--- config.mk ---
export PLATFORM = sky130hd
export DESIGN_NAME = mod_reduce_arbiter
export DESIGN_NICKNAME = d
export VERILOG_FILES = /design/src/rtl/mod_reduce_arbiter.sv
export SDC_FILE = /design/constraint.sdc
export NUM_CORES = 1
export LEC_CHECK = 0
export CAP_MARGIN = 10
export CORE_UTILIZATION = 32
export DETAILED_ROUTE_END_ITERATION = 16
export PLACE_DENSITY_LB_ADDON = 0.1
export SLEW_MARGIN = 10
export SYNTH_ARGS = -nofsm -noshare
export SYNTH_HDL_FRONTEND = slang
export SYNTH_SLANG_ARGS = --single-unit
--- constraint.sdc ---
create_clock -name clk -period 28.3 [get_ports clk]
set_clock_uncertainty 0.2 [all_clocks]
set_input_delay 5.66 -clock clk [delete_from_list [all_inputs] [get_ports clk]]
set_output_delay 5.66 -clock clk [all_outputs]
set_load 0.02 [all_outputs]
--- src/rtl/mod_reduce_arbiter.sv ---
// Round-robin arbiter in front of one shared modular reducer. The reduced result
// lands in a single output register that has valid/ready handshaking.
module mod_reduce_arbiter #(
    parameter int W_BITS_L = 12,
    parameter int Q_MOD_L  = 3329,
    parameter int NREQ     = 4,
    parameter int W        = W_BITS_L,
    parameter int WW       = 2 * W_BITS_L
) (
    input  logic                       clk,
    input  logic                       rst,
    input  logic [NREQ-1:0]            req_valid,
    input  logic signed [WW-1:0]       req_val [NREQ],
    output logic [NREQ-1:0]            req_ready,
    output logic                       out_valid,
    input  logic                       out_ready,
    output logic [W-1:0]               out_mod,
    output logic [$clog2(NREQ)-1:0]    out_id,
    output logic [31:0]                done_cnt
);
    localparam int PW = $clog2(NREQ);
    localparam logic signed [WW:0] QS = (WW + 1)'(Q_MOD_L);

    logic                 r_out_valid;
    logic [W-1:0]         r_out_mod;
    logic [PW-1:0]        r_out_id;
    logic [PW-1:0]        r_rr_ptr;
    logic [31:0]          r_done_cnt;

    logic                 w_slot_free;
    logic                 w_out_hs;
    logic                 w_grant_any;
    logic [PW-1:0]        w_grant_id;
    logic [NREQ-1:0]      w_grant_oh;
    logic signed [WW-1:0] w_sel_val;
    logic [W-1:0]         w_red;

    // One extra bit keeps the sign of the operand and makes Q positive in signed space.
    function automatic logic [W-1:0] reduce(input logic signed [WW-1:0] x);
        logic signed [WW:0] xe;
        logic signed [WW:0] r;
        xe = {x[WW-1], x};
        r  = xe % QS;
        if (r < 0)
            r = r + QS;
        return r[W-1:0];
    endfunction

    assign w_slot_free = !r_out_valid || out_ready;
    assign w_out_hs    = r_out_valid && out_ready;

    always_comb begin
        w_grant_any = 1'b0;
        w_grant_id  = '0;
        w_grant_oh  = '0;
        for (int k = 0; k < NREQ; k++) begin
            int idx;
            idx = int'(r_rr_ptr) + k;
            if (idx >= NREQ)
                idx = idx - NREQ;
            if (!w_grant_any && req_valid[idx]) begin
                w_grant_any = 1'b1;
                w_grant_id  = idx[PW-1:0];
            end
        end
        // rst gating keeps grants low during reset even though the slot reads free
        if (!w_slot_free || rst) begin
            w_grant_any = 1'b0;
            w_grant_id  = '0;
        end
        if (w_grant_any)
            w_grant_oh[w_grant_id] = 1'b1;
    end

    assign w_sel_val = req_val[w_grant_id];
    assign w_red     = reduce(w_sel_val);

    always_ff @(posedge clk or posedge rst) begin
        if (rst) begin
            r_out_valid <= 1'b0;
            r_out_mod   <= '0;
            r_out_id    <= '0;
            r_rr_ptr    <= '0;
            r_done_cnt  <= '0;
        end else begin
            if (w_out_hs)
                r_done_cnt <= r_done_cnt + 32'd1;
            if (w_grant_any) begin
                r_out_valid <= 1'b1;
                r_out_mod   <= w_red;
                r_out_id    <= w_grant_id;
                r_rr_ptr    <= (w_grant_id == PW'(NREQ - 1)) ? '0 : w_grant_id + PW'(1);
            end else if (w_out_hs) begin
                r_out_valid <= 1'b0;
            end
        end
    end

    assign req_ready = w_grant_oh;
    assign out_valid = r_out_valid;
    assign out_mod   = r_out_mod;
    assign out_id    = r_out_id;
    assign done_cnt  = r_done_cnt;
endmodule

* After elaboration in Yosys (flattened, before gate mapping)
Index checks and enable logic that the tools add are counted. Widths: inputs -> output; s select.
Word-level totals: bits in read-only memories 0, memories 0, register bits 49, RAM bits 0, bits in latches 0, word-level logic and storage cells 79
Operators by class: $mul 0, $add $sub $neg 10, div/mod/pow operators 1, bitwise gates (word level) 1, eq/ne operators 1, magnitude comparators 12, multiplexer cells 36, reduce and logical (&&, ||, !) cells 13, shift-type cells 0
Operators by type and width (number):
- $lt 32x4->1 const B | 4
- $mux 32 | 4
- $bmux 24 s2 | 1
- $mux 24 | 2
- $add 32x1->32 const B | 1
- $lt 25x1->1 const B | 1
- $mod 25x13->25 const B | 1
- $mux 1 | 16
- $add 12x11->12 const B | 1
- $ge 3x3->1 const B | 4
- $mux 12 | 1
- $mux 2 | 6
- $sub 3x3->4 const B | 3
- $bmux 1 s2 | 4
- $add 2x2->3 const B | 2
- $logic_and 1x1->1 | 5
- $logic_not 1->1 | 5
- $mux 4 | 1
- $sub 2x3->4 const B | 1
- $add 2x1->3 const B | 1
- $ge 2x3->1 const B | 1
- $lt 2x3->1 const B | 1
- $not 2->3 | 1
- $add 2x1->2 const B | 1
- 5 further kinds | 6

* Depth between registers and ports, before layout
Gate-level depths: netlist of the first run.
word-level depth 23, mapped depth 68

* Worst setup path before layout of the first run
OpenSTA, ideal clock, no wires.
kind input to register, from input port rst, to register r_out_mod[10] (netlist: out_mod[10]), cell stages on the path 61, required time 27948 ps, buffers on the path 3, library setup time 152 ps, path slack 6031 ps, arrival time 21917 ps, cell sequence inv_1 > nand2_1 > nor3_4 > inv_2 > clkbuf_1 > a221o_1 > o211ai_1 > ha_1 > o31ai_1 > or3_1 > nor4_2 > mux2_2 > o22a_1 > and2_1 > nand2b_1 > a2111o_1 > and2_1 > o31ai_1 > (+25 left out) > o211ai_2 > a31oi_4 > mux2i_2 > and3_1 > nand2_1 > a221oi_2 > mux2i_1 > inv_1 > ha_1 > nor2_1 > xnor2_1 > xnor2_1 > nand2_1 > a2111oi_2 > a311oi_1 > a21oi_1 > xnor2_1 > o21ai_1
On the way: word-level cells in the longest chain between the ends 9
Ends and longest elaborated chain:
- from (decl) | RTL line 11 | input logic rst,
- $logic_or 1x1->1 * | RTL line 67 | if (!w_slot_free || rst) begin
- $mux 2 | RTL line 67
- $not 2->3 (not written as such) | RTL line 75 | assign w_sel_val = req_val[w_grant_id];
- $bmux 24 s2 | RTL line 75
- $mux 24 (not written as such) (2 in series) | RTL line 75
- $mod 25x13->25 | RTL line 43 | r = xe % QS;
- $lt 25x1->1 / $add 12x11->12 (equally long branches) | RTL line 44, 45
- $mux 12 | RTL line 44 | if (r < 0)
- to (signal assigned) | RTL line 90 | r_out_mod <= w_red;
- to (decl) | RTL line 25 | logic [W-1:0] r_out_mod;
Every way passes the cells marked *; elsewhere a longest branch is shown, timed or not. The select of a mux whose other input is x is not followed. A chain may end at the register's enable or synchronous reset.

* Worst setup path after layout of the first run
Same ends and word-level chain as after synthesis.

==> results of run 1 <==
[critical path: cells and delay by family]
family,cells,cell delay (ns)
AO/OA/AOI/OAI,28,9.38
XOR/XNOR,3,1.18
adder cells (fa/ha/maj),2,0.60
buffers and inverters,5,1.51
multiplexers,4,1.86
AND/OR/NAND/NOR,16,5.62
[path summary, 6_finish.rpt]
check / depth (start not counted) / endpoint / slack, ns
worst min register to register: 1 / done_cnt[31] / 0.27
worst min-delay path: 1 / done_cnt[31] / 0.27
worst max-delay path: 58 / out_mod[10] / 2.39
max in group asynchronous: 3 / done_cnt[17] / 21.81
min in group asynchronous: 3 / done_cnt[29] / 5.67
worst max register to register: 56 / out_mod[10] / 8.37
[metrics by stage]
stage	setup WS [ns]	cells	util, %	hold WS (ns)
after floorplan	6.031	1442	-	0.3550
after global placement	2.587	2010	38.88	0.2607
after detailed placement	2.306	2010	38.88	0.2668
after CTS	2.542	2018	39.32	0.2760
after global routing	0.8201	2020	39.34	0.2885
final	2.390	2020	39.34	0.2749
[placed cells by master (no fill, tap or decap), types with 10 or more instances in the layout]
| master | instances |
|---|---|
| inv_1 | 29 |
| xor2_1 | 27 |
| o31ai_1 | 22 |
| and3_1 | 28 |
| and4_1 | 10 |
| o21ai_0 | 47 |
| mux2_2 | 18 |
| nor3_1 | 50 |
| nand2_1 | 143 |
| o21ai_1 | 40 |
| clkdlybuf4s50_1 | 153 |
| a21o_1 | 18 |
| a211oi_1 | 16 |
| o21a_1 | 15 |
| nor4_1 | 13 |
| a21oi_1 | 76 |
| and2_1 | 21 |
| ha_1 | 12 |
| a31oi_1 | 28 |
| nand2b_1 | 12 |
| xnor2_1 | 105 |
| nand4_1 | 29 |
| or4_1 | 10 |
| nor2_1 | 112 |
| dfrtp_1 | 49 |
| nand3_1 | 89 |
| or3_1 | 12 |
| mux2i_1 | 25 |
| o211ai_1 | 34 |
[flip-flops by register name, indices dropped and copies added (netlist names)]
register / cells
out_id: 2
out_mod: 12
r_rr_ptr: 2
out_valid: 1
done_cnt: 32
[cell type report]
class                           count  area, sq um  area share (%)
Timing Repair Buffer              162         1599           12.37
Antenna cell                        2        5.005         0.03871
Clock buffer                        6        128.9          0.9968
Sequential cell                    49         1226           9.484
Clock inverter                      2        15.01          0.1161
Tap cell                          442        553.0           4.278
Inverter                           33        123.9          0.9581
Multi-Input combinational cell   1324         9278           71.76
[cells in the mapped netlist (all sizes together) (11+ instances only)]
master / instances
inv: 32
nor2: 115
a211oi: 22
ha: 12
mux2i: 27
o21a: 15
a31oi: 33
o211ai: 39
or3: 13
a21o: 18
buf: 18
nand3: 90
nand2: 144
clkbuf: 18
or2: 11
a21oi: 82
nor4: 20
nand2b: 12
o31ai: 26
nor3: 57
o211a: 12
xor2: 28
nand4: 31
and3: 28
mux2: 25
dfrtp: 49
a31o: 12
a221oi: 14
xnor2: 110
or4: 12
and2: 21
o21ai: 88
[routing by layer]
layer	part of all wire [%]	GRT usage, %
met1	46	31.62
met2	47	40.04
met3	5.4	1.428
met4	1.8	5.475
met5	0	0
[cell families (layout without fill, tap and decap cells)]
| kind of cell | after synthesis | count (layout) |
|---|---|---|
| AO/OA/AOI/OAI | 535 | 535 |
| XOR/XNOR | 138 | 138 |
| adder cells (fa/ha/maj) | 13 | 13 |
| buffers and inverters | 69 | 203 |
| flip-flops | 49 | 49 |
| multiplexers | 52 | 52 |
| other | 0 | 2 |
| AND/OR/NAND/NOR | 586 | 586 |
==> key figures, run 1 <==
Die
  • Initial Util: between 30% and 40%
  • Die X: 185.6 um
  • Core area: 32870 sq um
  • IO Pins: 154
  • Die Y: 185.6 um
  • Rows: 66
  • Die ar.: 34430 sq um

Synth
  • Synth top area cells: dfrtp_1, xnor2_1, nand2_1, nand3_1, nor2_1
  • Post-synthesis xor/xnor area fraction: 11.63%
  • Post-Syn Area: 10780 sq um
  • Synth Area in Adders: 1.485%
  • Largest family of logic cells by synthesized area: compound AO/OA/AOI/OAI gates
  • Synth Area per Inst: ~7.5 sq um
  • Mux cell area share after synthesis: roughly 5.3%
  • Sequential area share after synthesis: 11.37%
  • Register bit total from synthesis: 49
  • Synth top area share: 11.37%
  • Yosys warns: 0
  • Post-synth EDFFs: 0
  • FFs w/ async S/R, synth: 100.0%
  • Post-Syn Nets: around 1600
  • Cell variety after synth: 129
  • Synth Area in Simple Gates: approximately 29%
  • Cell taking the most area after synthesis: dfrtp_1
  • Synth Area in Compound Gates: 38.92%
  • Cell count after synthesis: ~1400
  • Post-synth top flop: dfrtp_1

Timing
  • Setup TNS: 0 ns
  • Final max-slew violation count: 0
  • Period utilization: 91.56%
  • Endpoints failing hold: 0
  • Slew Limit Headroom: 37.32%
  • Min cycle time layout: 25.91 ns
  • FMAX: 38.60 MHz
  • Least-Margin Pin Slew: 0.9335 ns
  • RSZ-0062 raised after global routing: false
  • # setup viols final: 0

Run
  • Max cap viols: 0

Final layout
  • Share of cells above drive strength 1: 9.581%
  • Area Growth Syn to Fin: 19.90%
  • Fillers: 3516
  • Final non-filler cell area: 12930 sq um
  • Nets: around 1700

Place
  • Post-DP Area: approximately 13000 sq um
  • # port buffers: 153
  • GPL Wtd Cong: 0.9353
  • DP HPWL: 33790 um

GRT
  • Initial antenna violation count: 4
  • GR Util All Layers: 23.29%
  • Vias in the first global route: 11570
  • First-pass GRT wire length: 64290 um
  • Largest net degree at the start of global routing: 52
  • Global route overflow: 0

Clocking
  • Post-CTS sizing: 0
  • Setup bufs post-CTS: 0
  • Reg clk slew, reported paths: 0.07 ns
  • H-Tree Depth: 2
  • CTS hold repair buffers: 0
  • CTS tree: yes
  • CTS buffer count: 5
  • CTS sink cnt: a little under 50
  • CTS max path bufs: 2
  • Clock Tree Root: clkbuf_16
  • Worst skew pair latency: 0.28 ns

Detailed routing
  • Vias per cell: a little over 6
  • Routed len/inst: 20.35 um
  • Via count: roughly 12000
  • Initial DRC Count: 1260
  • Final WL: between 40000 and 50000 um
  • DRT Pass-1 Iters: 6
  • DRC Markers: 0
  • Post-DRT Antenna Nets: 0

Worst setup path
  • Worst R2R Start: out_valid
  • Worst setup startpoint: rst
  • Worst-path fanout max: just over 50
  • CP Capture Type: flop
  • Crit path DAT: 25.87 ns
  • Crit start category: input pin
  • Critical path's slowest cell: nor3_4
  • Crit path kind: input pin to flop
  • Max incr delay on CP: around 0.9 ns
  • CP required: 28.26 ns

Worst hold path
  • Hold Startpoint: done_cnt[31]
  • Tightest Hold Check Type: flop to flop

Status
  • Status: completed
Power of run 1 is left out: the tool's default activity adds up to more than one toggle a clock period on the data nets, which glitch-free logic cannot reach.
==> run 2, diff against run 1 <==
- CAP_MARGIN: 10 -> default
- CORE_ASPECT_RATIO: default -> 1.75
==> key figures, run 2 (synthesis results as in run 1) <==
Status
  • Status: completed

Timing
  • Min cycle time layout: 25.58 ns (-0.3351 ns)
  • Slew Limit Headroom: 37.92% (+0.60 points)
  • RSZ-0062 raised after global routing: false
  • Final max-slew violation count: 0 (unchanged)
  • Setup TNS: 0 ns (unchanged)
  • Hold_ws: 0.2787 ns (+0.003816 ns)
  • # setup viols final: 0 (unchanged)
  • FMAX: 39.10 MHz (+1.3%)
  • Period utilization: 90.37% (-1.2 points)
  • Endpoints failing hold: 0 (unchanged)
  • Least-Margin Pin Slew: 0.9312 ns (-0.002310 ns)

Clocking
  • CTS hold repair buffers: 0 (unchanged)
  • CTS max path bufs: 2 (unchanged)
  • Setup bufs post-CTS: 0 (unchanged)
  • CTS buffer count: 5 (unchanged)
  • Post-CTS sizing: 0 (unchanged)
  • CTS sink cnt: 49 (unchanged)
  • Reg clk slew, reported paths: 0.06 ns (about the same)
  • CTS tree: yes
  • H-Tree Depth: 2 (unchanged)
  • Worst skew pair latency: 0.30 ns (+0.02 ns)
  • Clock Tree Root: clkbuf_16

Worst setup path
  • Crit path kind: input pin to flop
  • Crit path DAT: 25.54 ns (-0.33 ns)
  • Max incr delay on CP: 0.77 ns (-0.13 ns)
  • CP required: 28.27 ns (about the same)
  • CP Capture Type: flop
  • Worst setup startpoint: out_ready
  • Worst-path fanout max: 31 (-39%)
  • Critical path's slowest cell: nor4_1
  • Worst R2R Start: out_valid
  • Crit start category: input pin
  • FF-to-FF setup slack: 8.21 ns (-0.16 ns)

Final layout
  • Nets: 1693 (+0.18%)
  • Fillers: 3470 (-1.3%)
  • Final Core Density: 39.11% (-0.23 points)
  • Max reg flops: 32 (unchanged)
  • Most common cell after layout, fill and taps aside: clkdlybuf4s50_1
  • Most frequent cells in the layout: clkdlybuf4s50_1, nand2_1, nor2_1, xnor2_1, nand3_1
  • Share of cells above drive strength 1: 9.816% (+0.24 points)
  • Area Growth Syn to Fin: 19.81% (about the same)
  • Final non-filler cell area: 12920 sq um (about the same)

Place
  • # port buffers: 153 (unchanged)
  • DP HPWL: 37200 um (+10%)
  • Post-DP Area: 12750 sq um (-0.20%)
  • GPL Wtd Cong: 0.9766 (+4.4%)

Die
  • Die Y: 244.8 um (+32%)
  • Rows: 88 (+33%)
  • IO Pins: 154 (unchanged)
  • Die ar.: 34460 sq um (about the same)
  • Initial Util: 32.64% (-0.16 points)
  • Die X: 140.8 um (-24%)
  • Core area: 33030 sq um (+0.50%)

Worst hold path
  • Tightest Hold Check Type: flop to flop
  • Hold Startpoint: out_mod[3]

Detailed routing
  • DRC Markers: 0 (unchanged)
  • Post-DRT Antenna Nets: 0 (unchanged)
  • Vias per cell: 6.313 (+2.8%)
  • Final WL: 44600 um (+8.5%)
  • Via count: 12540 (+1.1%)
  • DRT Pass-1 Iters: 5 (-1)
  • Routed len/inst: 22.45 um (+10%)
  • Initial DRC Count: 695 (-45%)

GRT
  • First-pass GRT wire length: 68570 um (+6.7%)
  • Vias in the first global route: 12430 (+7.4%)
  • Global route overflow: 0 (unchanged)
  • Largest net degree at the start of global routing: 51 (-1.9%)
  • Initial antenna violation count: 3 (-1)
  • GR Util All Layers: 25.29% (+2.0 points)

Run
  • Max cap viols: 0 (unchanged)
[run 2: metrics by stage]
step	std cells	setup WS [ns]
after detailed placement	1976	2.731
after global placement	1976	2.968
after global routing	1986	1.343
after CTS	1984	2.915
final	1987	2.725
after floorplan	1442	6.031
[run 2: critical path: cells and delay by family]
kind                       cells  cell delay [ns]
and+or+nand+nor               17             5.40
adders and majority gates      2             0.59
AOI/OAI and AO/OA             30             9.76
muxes                          2             0.95
xor gates and xnor gates       4             1.55
buffers and inverters          5             1.58
[run 2: cell type report]
cell class	instances	area [sq um]	share of cell area [%]
Multi-Input combinational cell	1324	9276	71.81
Timing Repair Buffer	165	1622	12.55
Sequential cell	49	1226	9.492
Tap cell	405	506.7	3.923
Clock buffer	6	138.9	1.075
Inverter	33	123.9	0.9588
Clock inverter	2	17.52	0.1356
Antenna cell	3	7.507	0.05811
[run 2: routing by layer]
metal / up-vias / global-route usage (%) / wire length [um]
li1: 5993 / - / -
met1: 6042 / 24.34 / 15940
met2: 369 / 50.88 / 24580
met3: 138 / 1.717 / 1348
met4: 2 / 16.11 / 2710
met5: - / 0 / 14
[run 2: path summary, 6_finish.rpt]
kind | endpoint | cells after the start
worst max-delay path | out_mod[5] | 60
worst min-delay path | out_mod[3] | 2
worst max register to register | out_mod[5] | 59
worst min register to register | out_mod[3] | 2
max in group asynchronous | out_mod[11] | 3
min in group asynchronous | done_cnt[0] | 3
Power of run 2 is left out for the same reason.
==> run 3, diff against run 2 <==
- CAP_MARGIN: default -> 20
- CORE_UTILIZATION: 32 -> 60
- DONT_BUFFER_PORTS: default -> 1
==> key figures, run 3 (synthesis results as in run 1) <==
Clocking
  • Worst skew pair latency: 0.30 ns (about the same)
  • Post-CTS sizing: 0 (unchanged)
  • CTS hold repair buffers: 0 (unchanged)
  • CTS sink cnt: 49 (unchanged)
  • CTS buffer count: 5 (unchanged)
  • CTS max path bufs: 2 (unchanged)
  • Clock Tree Root: clkbuf_16
  • CTS tree: yes
  • H-Tree Depth: 2 (unchanged)
  • Reg clk slew, reported paths: 0.06 ns (about the same)
  • Setup bufs post-CTS: 0 (unchanged)

Die
  • Core area: 17540 sq um (-47%)
  • IO Pins: 154 (unchanged)
  • Die Y: 179.3 um (-27%)
  • Initial Util: 61.49% (+29 points)
  • Die ar.: 18530 sq um (-46%)
  • Die X: 103.3 um (-27%)
  • Rows: 64 (-27%)

Final layout
  • Most common cell after layout, fill and taps aside: nand2_1
  • Nets: 1536 (-9.3%)
  • Storage cell area: 1226 sq um (unchanged)
  • Area Growth Syn to Fin: 3.446%
  • Multi-input logic area: 9273 sq um (about the same)
  • Most frequent cells in the layout: nand2_1, nor2_1, xnor2_1, nand3_1, a21oi_1
  • Max reg flops: 32 (unchanged)
  • Cell Count, Final, Fillers Out: 1657 (-17%)
  • Share of cells above drive strength 1: 10.55% (+0.73 points)
  • Fillers: 1649 (-52%)

Worst setup path
  • Max incr delay on CP: 0.91 ns (+0.14 ns)
  • Critical path's slowest cell: a2111oi_1
  • Worst-path fanout max: 51 (+65%)
  • CP required: 28.28 ns (about the same)
  • CP Capture Type: flop
  • Crit start category: input pin
  • Crit path kind: input pin to flop
  • Crit path DAT: 25.49 ns (-0.05 ns)

Detailed routing
  • Initial DRC Count: 736 (+5.9%)
  • DRT Pass-1 Iters: 5 (unchanged)
  • Routed len/inst: 23.07 um (+2.8%)
  • Vias per cell: 7.468 (+18%)
  • Final WL: 38230 um (-14%)
  • DRC Markers: 0 (unchanged)
  • Via count: 12370 (-1.4%)
  • Post-DRT Antenna Nets: 0 (unchanged)

GRT
  • Global route overflow: 0 (unchanged)
  • Largest net degree at the start of global routing: 52 (+2.0%)
  • GR Util All Layers: 41.86% (+17 points)
  • Vias in the first global route: 12040 (-3.1%)
  • First-pass GRT wire length: 60500 um (-12%)
  • Initial antenna violation count: 6 (+3)

Timing
  • # setup viols final: 0 (unchanged)
  • Hold_ws: 0.4219 ns (+0.1431 ns)
  • Period utilization: 90.15% (-0.22 points)
  • Endpoints failing hold: 0 (unchanged)
  • Least-Margin Pin Slew: 1.106 ns (+0.1747 ns)
  • RSZ-0062 raised after global routing: false
  • Final max-slew violation count: 0 (unchanged)
  • Slew Limit Headroom: 26.27% (-12 points)
  • FMAX: 39.20 MHz (+0.24%)
  • Min cycle time layout: 25.51 ns (-0.06219 ns)
  • Setup TNS: 0 ns (unchanged)

Status
  • Status: completed

Place
  • Placed Instances: 1645 (-17%)
  • DP HPWL: 30890 um (-17%)
  • # port buffers: 0 (-100%)
  • GPL Wtd Cong: 1.055 (+8.0%)

Worst hold path
  • Tightest Hold Check Type: flop to flop

Run
  • Max cap viols: 0 (unchanged)
## run 3: cell types whose count changed in the layout (fill, tap and decap cells not counted)
cell	change
clkdlybuf4s50_1	-153
buf_4	-4
bufinv_16	+1
clkbuf_8	-1
clkinv_4	-1
diode_2	+1
inv_6	+1
mux2i_1	+1
mux2i_2	-1
## run 3: final cells by class
class | count | area share [%]
multi-input combinational | 1324 | 83.13
tap | 231 | 2.591
inverter | 33 | 1.110
clock buffer | 5 | 1.122
clock inverter | 3 | 0.4262
antenna | 4 | 0.08974
timing repair buffer | 8 | 0.5384
sequential | 49 | 10.99
## run 3: metal layers
| layer | part of all wire (%) | track usage, % | vias up |
|---|---|---|---|
| li1 | - | - | 5676 |
| met1 | 32 | 36.59 | 5698 |
| met2 | 50 | 72.97 | 709 |
| met3 | 8.7 | 14.12 | 289 |
| met4 | 9.1 | 39.03 | 2 |
| met5 | 0.037 | 3.704 | - |
## run 3: through the flow
stage	setup slack, ns	util, %	area [sq um]
after global routing	1.132	63.59	11150
final	2.787	63.61	11150
after floorplan	6.031	-	10780
after CTS	3.275	63.55	11140
after detailed placement	3.038	62.56	10970
after global placement	3.285	62.56	10970
## run 3: path summary, 6_finish.rpt
kind                                  start            to  slack [ns]  cells past startpoint
worst max-delay path                    rst   out_mod[10]        2.79                     58
worst min-delay path            r_rr_ptr[0]   r_rr_ptr[0]        0.42                      2
worst max register to register    out_valid   out_mod[10]        8.21                     57
worst min register to register  r_rr_ptr[0]   r_rr_ptr[0]        0.42                      2
max in group asynchronous               rst     out_id[1]       22.28                      2
min in group asynchronous               rst  done_cnt[27]        5.21                      2
## run 3: critical path, delay by kind of cell
family	cells	cell delay, ns
AO/OA/AOI/OAI	30	10.10
adder cells (fa/ha/maj)	2	0.60
AND/OR/NAND/NOR	15	5.16
multiplexers	2	0.97
buffers and inverters	5	1.21
XOR/XNOR	4	1.73
Power of run 3 is left out for the same reason.
